File: src/rtl/bsg_manycore_pkt_out_fifo_credit.sv
// Outgoing remote-store packet FIFO with outstanding-store credit gating.
// Ports: encoder v_i/data_i/ready_o in, network v_o/data_o/ready_i out, credit_i return, out_credits_o/idle_o status.
module bsg_manycore_pkt_out_fifo_credit #(
  parameter int x_cord_width_p = 5,
  parameter int y_cord_width_p = 5,
  parameter int data_width_p = 32,
  parameter int addr_width_p = 32,
  parameter int els_p = 4,
  parameter int max_out_credits_p = 16,
  localparam int packet_width_lp =
    6 + addr_width_p + data_width_p
    + 2 * (x_cord_width_p + y_cord_width_p),
  localparam int credit_width_lp =
    $clog2(max_out_credits_p + 1)
) (
  input  logic                       clk_i,
  input  logic                       reset_n_i,
  input  logic                       v_i,
  input  logic [packet_width_lp-1:0] data_i,
  output logic                       ready_o,
  output logic                       v_o,
  output logic [packet_width_lp-1:0] data_o,
  input  logic                       ready_i,
  input  logic                       credit_i,
  output logic [credit_width_lp-1:0] out_credits_o,
  output logic                       idle_o
);

  localparam int ptr_w_lp = $clog2(els_p);
  localparam int cnt_w_lp = $clog2(els_p + 1);

  localparam logic [ptr_w_lp-1:0] last_ptr_lp =
    ptr_w_lp'(els_p - 1);
  localparam logic [cnt_w_lp-1:0] full_cnt_lp =
    cnt_w_lp'(els_p);
  localparam logic [credit_width_lp-1:0] max_cred_lp =
    credit_width_lp'(max_out_credits_p);

  logic [packet_width_lp-1:0] r_mem [els_p];
  logic [ptr_w_lp-1:0]        r_rd_ptr;
  logic [ptr_w_lp-1:0]        r_wr_ptr;
  logic [cnt_w_lp-1:0]        r_count;
  logic [credit_width_lp-1:0] r_credits;

  logic                       w_not_empty;
  logic                       w_has_credit;
  logic                       w_enq;
  logic                       w_deq;
  logic                       w_cred_full;
  logic [cnt_w_lp-1:0]        w_count_n;
  logic [credit_width_lp-1:0] w_credits_n;
  logic [ptr_w_lp-1:0]        w_rd_ptr_n;
  logic [ptr_w_lp-1:0]        w_wr_ptr_n;

  // explicit wrap keeps non-power-of-two depths correct
  function automatic logic [ptr_w_lp-1:0] ptr_inc(
    input logic [ptr_w_lp-1:0] p
  );
    return (p == last_ptr_lp) ? '0 : p + 1'b1;
  endfunction

  assign w_not_empty  = (r_count != '0);
  assign w_has_credit = (r_credits != '0);
  assign w_cred_full  = (r_credits == max_cred_lp);

  // ready depends only on registered count, never on ready_i
  assign ready_o = (r_count != full_cnt_lp);
  assign v_o     = w_not_empty & w_has_credit;
  assign data_o  = w_not_empty ? r_mem[r_rd_ptr] : '0;

  assign w_enq = v_i & ready_o;
  assign w_deq = v_o & ready_i;

  assign out_credits_o = r_credits;
  assign idle_o        = ~w_not_empty & w_cred_full;

  always_comb begin
    w_count_n   = r_count;
    w_credits_n = r_credits;
    w_rd_ptr_n  = r_rd_ptr;
    w_wr_ptr_n  = r_wr_ptr;
    unique case ({w_enq, w_deq})
      2'b10:   w_count_n = r_count + 1'b1;
      2'b01:   w_count_n = r_count - 1'b1;
      default: w_count_n = r_count;
    endcase
    if (w_enq) w_wr_ptr_n = ptr_inc(r_wr_ptr);
    if (w_deq) w_rd_ptr_n = ptr_inc(r_rd_ptr);
    // a return pulse at max saturates rather than wrapping
    if (w_deq && !credit_i)
      w_credits_n = r_credits - 1'b1;
    else if (credit_i && !w_deq && !w_cred_full)
      w_credits_n = r_credits + 1'b1;
  end

  always_ff @(posedge clk_i or negedge reset_n_i) begin
    if (!reset_n_i) begin
      r_rd_ptr  <= '0;
      r_wr_ptr  <= '0;
      r_count   <= '0;
      r_credits <= max_cred_lp;
    end else begin
      r_rd_ptr  <= w_rd_ptr_n;
      r_wr_ptr  <= w_wr_ptr_n;
      r_count   <= w_count_n;
      r_credits <= w_credits_n;
    end
  end

  // storage needs no reset: count gates every read
  always_ff @(posedge clk_i) begin
    if (w_enq) r_mem[r_wr_ptr] <= data_i;
  end

  always @(posedge clk_i) begin
    if (reset_n_i) begin
      assert (!(v_i && !ready_o))
        else $error("pkt dropped: v_i while full");
      assert (!(credit_i && !w_deq && w_cred_full))
        else $error("credit return overflow");
    end
  end

endmodule

File: config.mk
export PLATFORM = sky130hd
export DESIGN_NAME = bsg_manycore_pkt_out_fifo_credit
export DESIGN_NICKNAME = d
export VERILOG_FILES = /design/src/rtl/bsg_manycore_pkt_out_fifo_credit.sv
export SDC_FILE = /design/constraint.sdc
export NUM_CORES = 1
export LEC_CHECK = 0
export BUFFER_PORTS_ARGS = -buffer_cell sky130_fd_sc_hd__buf_2
export CORE_MARGIN = 3
export CORE_UTILIZATION = 30
export DETAILED_ROUTE_END_ITERATION = 6
export MAX_ROUTING_LAYER = met4
export PLACE_DENSITY = 0.51
export SLEW_MARGIN = 20
export SYNTH_ARGS = -nofsm -noshare
export SYNTH_HDL_FRONTEND = slang
export SYNTH_SLANG_ARGS = --single-unit
File: constraint.sdc
create_clock -name clk_i -period 7.4 [get_ports clk_i]
set_input_delay 0.37 -clock clk_i [delete_from_list [all_inputs] [get_ports clk_i]]
set_output_delay 0.37 -clock clk_i [all_outputs]
set_load 0.03 [all_outputs]
==> flow_metrics.env, run 1 <==
export IMPL_htree_levels=2
export IMPL_syn_area_per_cell_um2=21.7
export IMPL_reg2regPathDepth=9
export IMPL_initialDrtViolationCount=349
export IMPL_setup_tns_ns=0
export IMPL_cts_buffers=43
export IMPL_core_area_um2=47100
export IMPL_grt_usage_pct=12.6
export IMPL_vias=7133
export IMPL_fin_crit_sh_pct=48.8
export IMPL_clk_latency_ns=0.54
export IMPL_final_util_pct=38.0
export IMPL_ioPinCount=193
export IMPL_dp_hpwl_mm=17.6
export IMPL_grt_pass1_wl_mm=46.8
export IMPL_rsz0062_at_grt="no"
export IMPL_port_buffers=192
export IMPL_die_x_um=226
export IMPL_p_leak_nw=6.19
export IMPL_syn_instance_count=668
export IMPL_antenna_left=0
export IMPL_max_stage_delay_ns=0.91
export IMPL_cp_start_kind="flop"
export IMPL_gp_congestion=0.765
export IMPL_placed_area_um2=16200
export IMPL_rows=79
export IMPL_post_cts_buffers=0
export IMPL_period_needed_ns=3.61
export IMPL_min_to="r_mem[1][85]$_DFFE_PP_"
export IMPL_critical_path_slowest_cell="dfrtp_4"
export IMPL_dieArea_um2=50900
export IMPL_fin_nets=1031
export IMPL_antenna_found_initial=4
export IMPL_whs_path_depth=1
export IMPL_crit_type="reg2out"
export IMPL_cp_arrival_ns=3.24
export IMPL_hold_class="in2reg"
export IMPL_die_h_um=226
export IMPL_grt_overflow_total=0
export IMPL_min_delay_start="data_i[85]"
export IMPL_ys_types=43
export IMPL_yosys_warnings=0
export IMPL_reg2reg_from="out_credits_o[1]$_DFFE_PN0P_"
export IMPL_synth_area_um2=14500
export IMPL_path_clk_slew_ns=0.06
export IMPL_r2r_end="out_credits_o[4]$_DFFE_PN1P_"
export IMPL_cts_root_buffer="clkbuf_16"
export IMPL_syn2layout_area_growth_pct=23.7
export IMPL_power_mw=7.92
export IMPL_drc=0
export IMPL_power_density_nw_per_um2=442
export IMPL_ir_worst_vdd_uv=193
export IMPL_numClockSinks=372
export IMPL_finalSetupViolations=0
export IMPL_synth_seq_cells=372
export IMPL_cp_max_fo=39
export IMPL_wl_mm=30.9
export IMPL_drive_gt1_share_pct=38.6
export IMPL_fin_skew_ns=0.00746
export IMPL_drv_cap=0
export IMPL_cts_tree="done"
export IMPL_initial_utilization_pct=30.7
export IMPL_fmax_mhz=277
export IMPL_final_cell_area_um2=17900
export IMPL_hold_violations=0
export IMPL_crit_chain="buf_4, mux4_2, nor2b_1, buf_2"
export IMPL_outcome="finished, final reports clean"
export IMPL_cp_end_kind="output pin"
export IMPL_dr_pass1_iters=6
export IMPL_hold_ws_ns=0.0464
export IMPL_regToRegSetupSlack_ns=4.65
export IMPL_report_final_slew_viol_count=0
export IMPL_cts_buffer_depth=3
export IMPL_grt_pass1_vias=7778
export IMPL_ys_seq_area_share_pct=76.8
export IMPL_avgRoutedWirePerCell_um=19.7
export IMPL_synth_nets=774
export IMPL_cp_required_ns=7.03
export IMPL_viasPerCell=4.55
export IMPL_fillCellCount=4323
export IMPL_maxSlewHeadroom_pct=39.3
export IMPL_grt_max_degree=56
export IMPL_worstMarginPinSlew_ns=0.910
[report_power, final]
part,internal (mW),switching [mW]
combinational,1.11,1.82
clock,1.16,0.796
sequential,2.80,0.248
total,5.06,2.87
[per-layer routing]
metal	GRT usage, %	up-vias	routed length [um]
met4	4.37	0	700
met1	16.0	3657	13400
met2	19.8	189	14700
li1	-	3236	-
met5	-	-	0
met3	3.24	51	2000
[cells by family (layout without fill, tap and decap cells)]
kind of cell | count (synthesis) | count (layout) | synth area share, %
AO/OA/AOI/OAI | 18 | 18 | 0.890
XOR/XNOR | 6 | 6 | 0.363
adder cells (fa/ha/maj) | 11 | 11 | 1.05
buffers and inverters | 44 | 333 | 1.24
flip-flops | 372 | 372 | 76.8
multiplexers | 98 | 98 | 14.6
other | 0 | 3 | 0
AND/OR/NAND/NOR | 119 | 119 | 5.09
[through the flow]
stage | worst slack, ns | std cells
6_report | 3.79 | 1567
5_1_grt | 3.44 | 1567
4_1_cts | 3.56 | 1564
3_5_place_dp | 4.17 | 1444
3_3_place_gp | 4.18 | 1444
2_1_floorplan | 3.91 | 668
[Yosys cell counts (all sizes together)]
| master | instances | area, um2 |
|---|---|---|
| a21oi | 3 | 18.8 |
| a22oi | 2 | 15.0 |
| a31oi | 1 | 6.26 |
| and2 | 1 | 6.26 |
| and3 | 7 | 45.1 |
| buf | 13 | 62.6 |
| clkbuf | 19 | 72.6 |
| dfrtp | 11 | 275 |
| dfstp | 1 | 26.3 |
| edfxtp | 360 | 10800 |
| fa | 2 | 40.0 |
| ha | 9 | 113 |
| inv | 12 | 45.0 |
| mux2 | 4 | 45.0 |
| mux2i | 4 | 40.0 |
| mux4 | 90 | 2030 |
| nand2b | 1 | 6.26 |
| nand3 | 2 | 10.0 |
| nor2 | 9 | 41.3 |
| nor2b | 91 | 569 |
| nor3 | 1 | 5.00 |
| nor4 | 1 | 6.26 |
| nor4b | 1 | 8.76 |
| o2111ai | 1 | 8.76 |
| o211ai | 3 | 22.5 |
| o21a | 1 | 7.51 |
| o21ai | 3 | 15.0 |
| o21bai | 1 | 7.51 |
| o221a | 1 | 11.3 |
| o31a | 1 | 8.76 |
| o31ai | 1 | 7.51 |
| or2 | 3 | 21.3 |
| or3 | 1 | 6.26 |
| or4 | 1 | 11.3 |
| xnor2 | 3 | 26.3 |
| xor2 | 3 | 26.3 |
[area by class of cell]
cell class	count	area (um2)	area share, %
tap	607	759	4.24
multi-input combinational	252	3210	17.9
clock inverter	23	133	0.740
inverter	12	45.0	0.251
antenna	3	7.51	0.0419
sequential	372	11100	62.1
timing repair buffer	244	1460	8.15
clock buffer	54	1180	6.59
[critical path, delay by kind of cell, from the launching register on]
kind          cells  cell delay, ns
flops             1            0.91
buf+inv           2            0.99
mux               1            0.59
simple gates      1            0.15
[cell usage in the layout, fill, tap and decap left out, types with 2 or more instances in the layout]
cell	n
a22oi_1	2
and3_1	2
mux4_2	90
nand3_1	2
clkbuf_8	2
a21oi_1	2
buf_4	9
xor2_1	3
diode_2	3
inv_1	11
clkbuf_1	7
dfrtp_1	9
o211ai_1	3
mux2_2	4
nor2_1	8
mux2i_1	4
xnor2_1	3
clkinv_2	6
buf_2	192
ha_1	9
nor2b_1	91
and3_4	4
dfrtp_4	2
o21ai_0	3
fa_1	2
or2_2	2
edfxtp_1	360
clkbuf_16	45
clkinvlp_4	2
clkinv_1	13
dlygate4sd3_1	43
[sequential cells by signal (all words and copies together), names as in the netlist]
name and count:
out_credits_o 5, r_mem 360, r_count 3, r_wr_ptr 2, r_rd_ptr 2
[worst max-delay path by stage]
| stage | from | to | slack (ns) | depth (start not counted) |
|---|---|---|---|---|
| 6_report | r_rd_ptr[0]$_DFFE_PN0P_ | data_o[42] | 3.79 | 4 |
| 5_1_grt | r_rd_ptr[0]$_DFFE_PN0P_ | data_o[47] | 3.44 | 4 |
| 4_1_cts | r_rd_ptr[0]$_DFFE_PN0P_ | data_o[66] | 3.56 | 4 |
| 3_5_place_dp | r_rd_ptr[0]$_DFFE_PN0P_ | data_o[66] | 4.17 | 4 |
| 3_3_place_gp | r_rd_ptr[0]$_DFFE_PN0P_ | data_o[66] | 4.18 | 4 |
| 2_1_floorplan | r_count[0]$_DFFE_PN0P_ | r_mem[0][0]$_DFFE_PP_ | 3.91 | 3 |
[repair_timing]
item | CTS | global route
hold endpoints to repair | 168 | 0
hold buffers | 43 | 0
gates resized for setup | 0 | 0
Note: power is estimated with default switching activity, not from simulation.
==> run 2: changes to the inputs <==
--- a/config.mk
+++ b/config.mk
@@ -10,7 +10,7 @@
 export CORE_UTILIZATION = 30
 export DETAILED_ROUTE_END_ITERATION = 6
 export MAX_ROUTING_LAYER = met4
-export PLACE_DENSITY = 0.51
+export PLACE_DENSITY = 0.53
 export SLEW_MARGIN = 20
 export SYNTH_ARGS = -nofsm -noshare
 export SYNTH_HDL_FRONTEND = slang
==> constraint.sdc (replaced) <==
create_clock -name clk_i -period 3 [get_ports clk_i]
set_input_delay 0.15 -clock clk_i [delete_from_list [all_inputs] [get_ports clk_i]]
set_output_delay 0.15 -clock clk_i [all_outputs]
set_load 0.03 [all_outputs]
==> run 2 against run 1 <==
Die area unchanged. Sequential share of layout area down 2.6 points. First-iteration DRC count grew 4.9%. Setup slack lost 3.5 ns. Count of clock-buffer cells in the layout stayed put. Cell area up 4.4%. Critical path depth unchanged. Power grew to 2.5 times the previous value. Largest power group is now combinational logic.
==> flow_metrics.env, run 2 (synthesis gave the netlist of run 1 again) <==
export IMPL_outcome="finished, final reports clean"
export IMPL_initial_utilization_pct=30.7
export IMPL_maxSlewHeadroom_pct=58.4
export IMPL_ioPinCount=193
export IMPL_cp_start_kind="flop"
export IMPL_cts_root_buffer="clkbuf_16"
export IMPL_viasPerCell=4.58
export IMPL_numClockSinks=372
export IMPL_crit_type="reg2out"
export IMPL_internal_power_mw=13.0
export IMPL_power_frac_clock_pct=24.9
export IMPL_final_common_cell="edfxtp_1"
export IMPL_switching_share_pct=35.6
export IMPL_cts_tree="done"
export IMPL_power_density_nw_per_um2=1080
export IMPL_setup_tns_ns=0
export IMPL_rows=79
export IMPL_grt_max_degree=58
export IMPL_hold_class="in2async"
export IMPL_grt_usage_pct=12.7
export IMPL_p_leak_nw=6.53
export IMPL_hold_violations=0
export IMPL_reg2regPathDepth=9
export IMPL_drv_cap=0
export IMPL_port_buffers=192
export IMPL_fillCellCount=4255
export IMPL_fmax_mhz=375
export IMPL_placed_area_um2=16400
export IMPL_grt_overflow_total=0
export IMPL_path_depth=4
export IMPL_fin_crit_sh_pct=89.0
export IMPL_fin_cells=1626
export IMPL_cts_buffers=42
export IMPL_syn2layout_area_growth_pct=29.2
export IMPL_cts_buffer_depth=3
export IMPL_critical_path_slowest_cell="dfrtp_4"
export IMPL_cp_arrival_ns=2.52
export IMPL_clk_latency_ns=0.55
export IMPL_initialDrtViolationCount=366
export IMPL_period_needed_ns=2.67
export IMPL_fin_nets=1094
export IMPL_reg2reg_from="out_credits_o[1]$_DFFE_PN0P_"
export IMPL_grt_pass1_vias=8024
export IMPL_ir_worst_vdd_uv=704
export IMPL_p_comb_share_pct=38.8
export IMPL_setup_ws_ns=0.330
export IMPL_dr_pass1_iters=4
export IMPL_crit_chain="buf_4, mux4_2, nor2b_1, buf_2"
export IMPL_drive_gt1_share_pct=37.7
export IMPL_die_x_um=226
export IMPL_cp_max_fo=22
export IMPL_cp_end_kind="output pin"
export IMPL_dieArea_um2=50900
export IMPL_hold_ws_ns=0.0354
export IMPL_worstMarginPinSlew_ns=0.619
export IMPL_power_switching_mw=7.16
export IMPL_max_stage_delay_ns=0.78
export IMPL_pwr_share_seq_pct=36.3
export IMPL_r2r_end="out_credits_o[4]$_DFFE_PN1P_"
export IMPL_htree_levels=2
export IMPL_regToRegSetupSlack_ns=0.35
export IMPL_layout_common_cells="360 x edfxtp_1, 192 x buf_2, 92 x dlygate4sd3_1"
export IMPL_cp_required_ns=2.85
export IMPL_dp_slack_ns=0.361
export IMPL_vias=7455
export IMPL_dp_hpwl_mm=18.3
export IMPL_dp_cells=1459
export IMPL_report_final_slew_viol_count=0
export IMPL_final_cell_area_um2=18700
export IMPL_path_clk_slew_ns=0.06
export IMPL_die_h_um=226
export IMPL_finalSetupViolations=0
export IMPL_regMostFlops="r_mem"
export IMPL_antenna_found_initial=1
export IMPL_antenna_left=0
export IMPL_grt_pass1_wl_mm=47.6
export IMPL_gp_congestion=0.747
export IMPL_wl_mm=31.2
export IMPL_rsz0062_at_grt="no"
export IMPL_core_area_um2=47100
export IMPL_drc=0
export IMPL_cp_top_family="flip-flops"
export IMPL_largest_reg_flops=360
export IMPL_avgRoutedWirePerCell_um=19.2
export IMPL_fin_skew_ns=0.0217
export IMPL_crit_buf_inv=2
## run 2: cell types whose count changed in the layout (fill, tap and decap cells not counted), sizes merged
| cell | before | now |
|---|---|---|
| diode | 3 | 1 |
| clkinv | 20 | 11 |
| dlygate4sd3 | 43 | 92 |
| buf | 201 | 216 |
| inv | 12 | 14 |
| bufinv | 1 | 5 |
## run 2: layout make-up
| cell class | instances | area (um2) | share of cell area [%] |
|---|---|---|---|
| antenna | 1 | 2.50 | 0.0134 |
| sequential | 372 | 11100 | 59.5 |
| clock buffer | 54 | 1130 | 6.03 |
| tap | 607 | 759 | 4.06 |
| inverter | 12 | 45.0 | 0.241 |
| clock inverter | 20 | 229 | 1.22 |
| timing repair buffer | 308 | 2210 | 11.8 |
| multi-input combinational | 252 | 3210 | 17.2 |
## run 2: worst max path at each step
stage | start | end
CTS | r_rd_ptr[0]$_DFFE_PN0P_ | data_o[2]
detailed placement | out_credits_o[1]$_DFFE_PN0P_ | out_credits_o[4]$_DFFE_PN1P_
floorplan | out_credits_o[1]$_DFFE_PN0P_ | out_credits_o[4]$_DFFE_PN1P_
global placement | out_credits_o[1]$_DFFE_PN0P_ | out_credits_o[4]$_DFFE_PN1P_
global route | r_rd_ptr[0]$_DFFE_PN0P_ | data_o[67]
finish | r_rd_ptr[0]$_DFFE_PN0P_ | data_o[64]
## run 2: power by group through the flow
stage                     clock, mW  combinational, mW  sequential [mW]
after global placement            0               7.92             7.41
after global routing           5.41               8.43             7.42
after detailed placement          0               7.90             7.44
after CTS                      5.22               8.02             7.34
final                          5.02               7.81             7.31
after floorplan                   0               5.45             7.27
## run 2: per-stage QoR
| stage | util, % | total power [mW] |
|---|---|---|
| floorplan | - | 12.7 |
| CTS | 39.7 | 20.6 |
| detailed placement | 34.8 | 15.3 |
| global placement | 34.8 | 15.3 |
| global route | 39.7 | 21.3 |
| finish | 39.7 | 20.1 |
## run 2: metal layers
metal | part of all wire (%) | up-vias | track usage [%]
met4 | 2.1 | 0 | 3.98
met3 | 5.4 | 51 | 3.21
met1 | 46 | 3858 | 16.7
met2 | 47 | 190 | 19.7
li1 | - | 3356 | -
met5 | 0 | - | -
## run 2: what timing repair did
item,4_1_cts,5_1_grt
setup buffers,0,0
resized for setup,0,0
hold buffers,92,0
hold endpoints to repair,373,0
==> run 3: changes to the inputs <==
--- a/config.mk
+++ b/config.mk
@@ -6,11 +6,13 @@
 export NUM_CORES = 1
 export LEC_CHECK = 0
 export BUFFER_PORTS_ARGS = -buffer_cell sky130_fd_sc_hd__buf_2
+export CELL_PAD_IN_SITES_DETAIL_PLACEMENT = 1
+export CELL_PAD_IN_SITES_GLOBAL_PLACEMENT = 1
 export CORE_MARGIN = 3
 export CORE_UTILIZATION = 30
 export DETAILED_ROUTE_END_ITERATION = 6
 export MAX_ROUTING_LAYER = met4
-export PLACE_DENSITY = 0.53
+export PLACE_DENSITY = 0.58
 export SLEW_MARGIN = 20
 export SYNTH_ARGS = -nofsm -noshare
 export SYNTH_HDL_FRONTEND = slang
==> run 3 against run 2 <==
Core utilization about the same. Die area stayed put. Register-to-register slack worse by 0.02 ns. Combinational power is 2% higher. Via count up 0.30%. Global-route usage increased by 0.82 points. Flip-flop and latch count unchanged. Clock skew fell by 0.0041 ns. Critical path type is now reg2reg.
==> flow_metrics.env, run 3 (synthesis gave the netlist of run 1 again) <==
export IMPL_grt_max_degree=66
export IMPL_final_common_cell="edfxtp_1"
export IMPL_top_layer_used="met4"
export IMPL_power_density_nw_per_um2=1080
export IMPL_path_clk_slew_ns=0.06
export IMPL_power_frac_clock_pct=25.1
export IMPL_avgRoutedWirePerCell_um=20.2
export IMPL_dieArea_um2=50900
export IMPL_p_leak_nw=6.52
export IMPL_min_delay_start="v_i"
export IMPL_cp_start_kind="flop"
export IMPL_outcome="finished, final reports clean"
export IMPL_reg2reg_from="out_credits_o[1]$_DFFE_PN0P_"
export IMPL_dp_hpwl_mm=19.1
export IMPL_switching_share_pct=36.0
export IMPL_port_buffers=192
export IMPL_crit_type="reg2reg"
export IMPL_fin_skew_ns=0.0175
export IMPL_gp_congestion=0.730
export IMPL_met3_length_mm=1.81
export IMPL_rows=79
export IMPL_report_final_slew_viol_count=0
export IMPL_finalSetupViolations=0
export IMPL_whs_path_depth=3
export IMPL_largest_reg_flops=360
export IMPL_drv_cap=0
export IMPL_clk_latency_ns=0.56
export IMPL_antenna_found_initial=2
export IMPL_hold_class="in2reg"
export IMPL_grt_pass1_vias=8462
export IMPL_antenna_left=0
export IMPL_layout_common_cells="360 x edfxtp_1, 192 x buf_2, 94 x dlygate4sd3_1"
export IMPL_cts_buffers=42
export IMPL_core_area_um2=47100
export IMPL_ir_worst_vdd_uv=682
export IMPL_hold_violations=0
export IMPL_min_to="r_wr_ptr[0]$_DFFE_PN0P_"
export IMPL_cts_buffer_depth=3
export IMPL_numClockSinks=372
export IMPL_rsz0062_at_grt="no"
export IMPL_period_needed_ns=2.67
export IMPL_viasPerCell=4.61
export IMPL_cp_max_fo=6
export IMPL_dp_cells=1452
export IMPL_grt_overflow_total=0
export IMPL_drive_gt1_share_pct=37.4
export IMPL_pwr_share_seq_pct=35.6
export IMPL_dr_pass1_iters=4
export IMPL_die_x_um=226
export IMPL_wl_met1_mm=14.1
export IMPL_wl_met2_mm=16.1
export IMPL_wl_mm=32.8
export IMPL_fin_crit_sh_pct=89.0
export IMPL_final_util_pct=39.7
export IMPL_maxSlewHeadroom_pct=47.3
export IMPL_grt_usage_pct=13.6
export IMPL_initial_utilization_pct=30.7
export IMPL_initialDrtViolationCount=403
export IMPL_cts_root_buffer="clkbuf_16"
export IMPL_regMostFlops="r_mem"
export IMPL_reg2regPathDepth=9
export IMPL_fin_cells=1623
export IMPL_cp_required_ns=3.47
export IMPL_regToRegSetupSlack_ns=0.33
export IMPL_cp_end_kind="flop"
export IMPL_setup_tns_ns=0
export IMPL_p_comb_share_pct=39.3
export IMPL_ioPinCount=193
export IMPL_fin_nets=1089
export IMPL_post_cts_buffers=0
export IMPL_r2r_end="out_credits_o[4]$_DFFE_PN1P_"
export IMPL_cts_tree="done"
export IMPL_power_switching_mw=7.28
export IMPL_syn2layout_area_growth_pct=29.3
export IMPL_htree_levels=2
export IMPL_vias=7477
export IMPL_worstMarginPinSlew_ns=0.783
export IMPL_die_h_um=226
export IMPL_drc=0
export IMPL_cp_arrival_ns=3.14
export IMPL_fmax_mhz=375
export IMPL_internal_power_mw=12.9
export IMPL_hold_ws_ns=0.120
export IMPL_grt_pass1_wl_mm=50.5
[run 3: cell types whose count changed in the layout (fill, tap and decap cells not counted), sizes merged]
cell,before,now
diode,1,2
clkinvlp,2,1
inv,14,12
clkbuf,54,55
clkinv,11,14
buf,216,209
dlygate4sd3,92,94
[run 3: repair_timing]
item / 4_1_cts / 5_1_grt
endpoints found under the hold margin: 373 / 0
hold buffers: 94 / 0
resized for setup: 0 / 0
[run 3: area by class of cell]
class / instances / area [um2]
fillers: 4630 / 28400
flip-flops and latches: 372 / 11100
multi-input cells: 252 / 3210
repair buffers: 303 / 2200
clock buffers: 55 / 1120
well taps: 607 / 759
clock inverters: 20 / 249
inverters: 12 / 45.0
diodes: 2 / 5.00
[run 3: layer usage]
layer | vias up | track usage, %
li1 | 3338 | -
met1 | 3899 | 16.5
met2 | 179 | 22.3
met3 | 61 | 3.29
met4 | 0 | 4.59
met5 | - | -
[run 3: critical path, stage by stage, from the launching register on]
cell and delay [ns]:
dfrtp_1 0.44, or4_4 0.61, nor2_4 0.16, or2_4 0.16, inv_2 0.06, ha_1 0.28
or2_2 0.29, o21a_1 0.13, or3_1 0.31, o211ai_1 0.16
[run 3: per-stage QoR]
| step | instance area [um2] | power, mW | worst slack [ns] |
|---|---|---|---|
| 2_1_floorplan | 14500 | 12.7 | 0.359 |
| 3_3_place_gp | 16400 | 15.3 | 0.381 |
| 3_5_place_dp | 16400 | 15.4 | 0.334 |
| 4_1_cts | 18700 | 20.7 | 0.293 |
| 5_1_grt | 18700 | 21.3 | 0.162 |
| 6_report | 18700 | 20.2 | 0.331 |
[run 3: power by group through the flow]
stage / clock network, mW / logic, mW / registers, mW
finish: 5.08 / 7.94 / 7.19
global route: 5.47 / 8.60 / 7.28
CTS: 5.26 / 8.21 / 7.20
detailed placement: 0 / 8.07 / 7.31
global placement: 0 / 8.08 / 7.25
floorplan: 0 / 5.45 / 7.27
[run 3: worst max-delay path by stage]
| stage | from | end | slack (ns) | depth (start not counted) |
|---|---|---|---|---|
| floorplan | out_credits_o[1]$_DFFE_PN0P_ | out_credits_o[4]$_DFFE_PN1P_ | 0.36 | 9 |
| global placement | out_credits_o[1]$_DFFE_PN0P_ | out_credits_o[4]$_DFFE_PN1P_ | 0.38 | 9 |
| detailed placement | out_credits_o[1]$_DFFE_PN0P_ | out_credits_o[4]$_DFFE_PN1P_ | 0.33 | 9 |
| CTS | r_rd_ptr[0]$_DFFE_PN0P_ | data_o[12] | 0.29 | 4 |
| global route | out_credits_o[1]$_DFFE_PN0P_ | out_credits_o[3]$_DFFE_PN0P_ | 0.16 | 9 |
| finish | out_credits_o[1]$_DFFE_PN0P_ | out_credits_o[4]$_DFFE_PN1P_ | 0.33 | 9 |
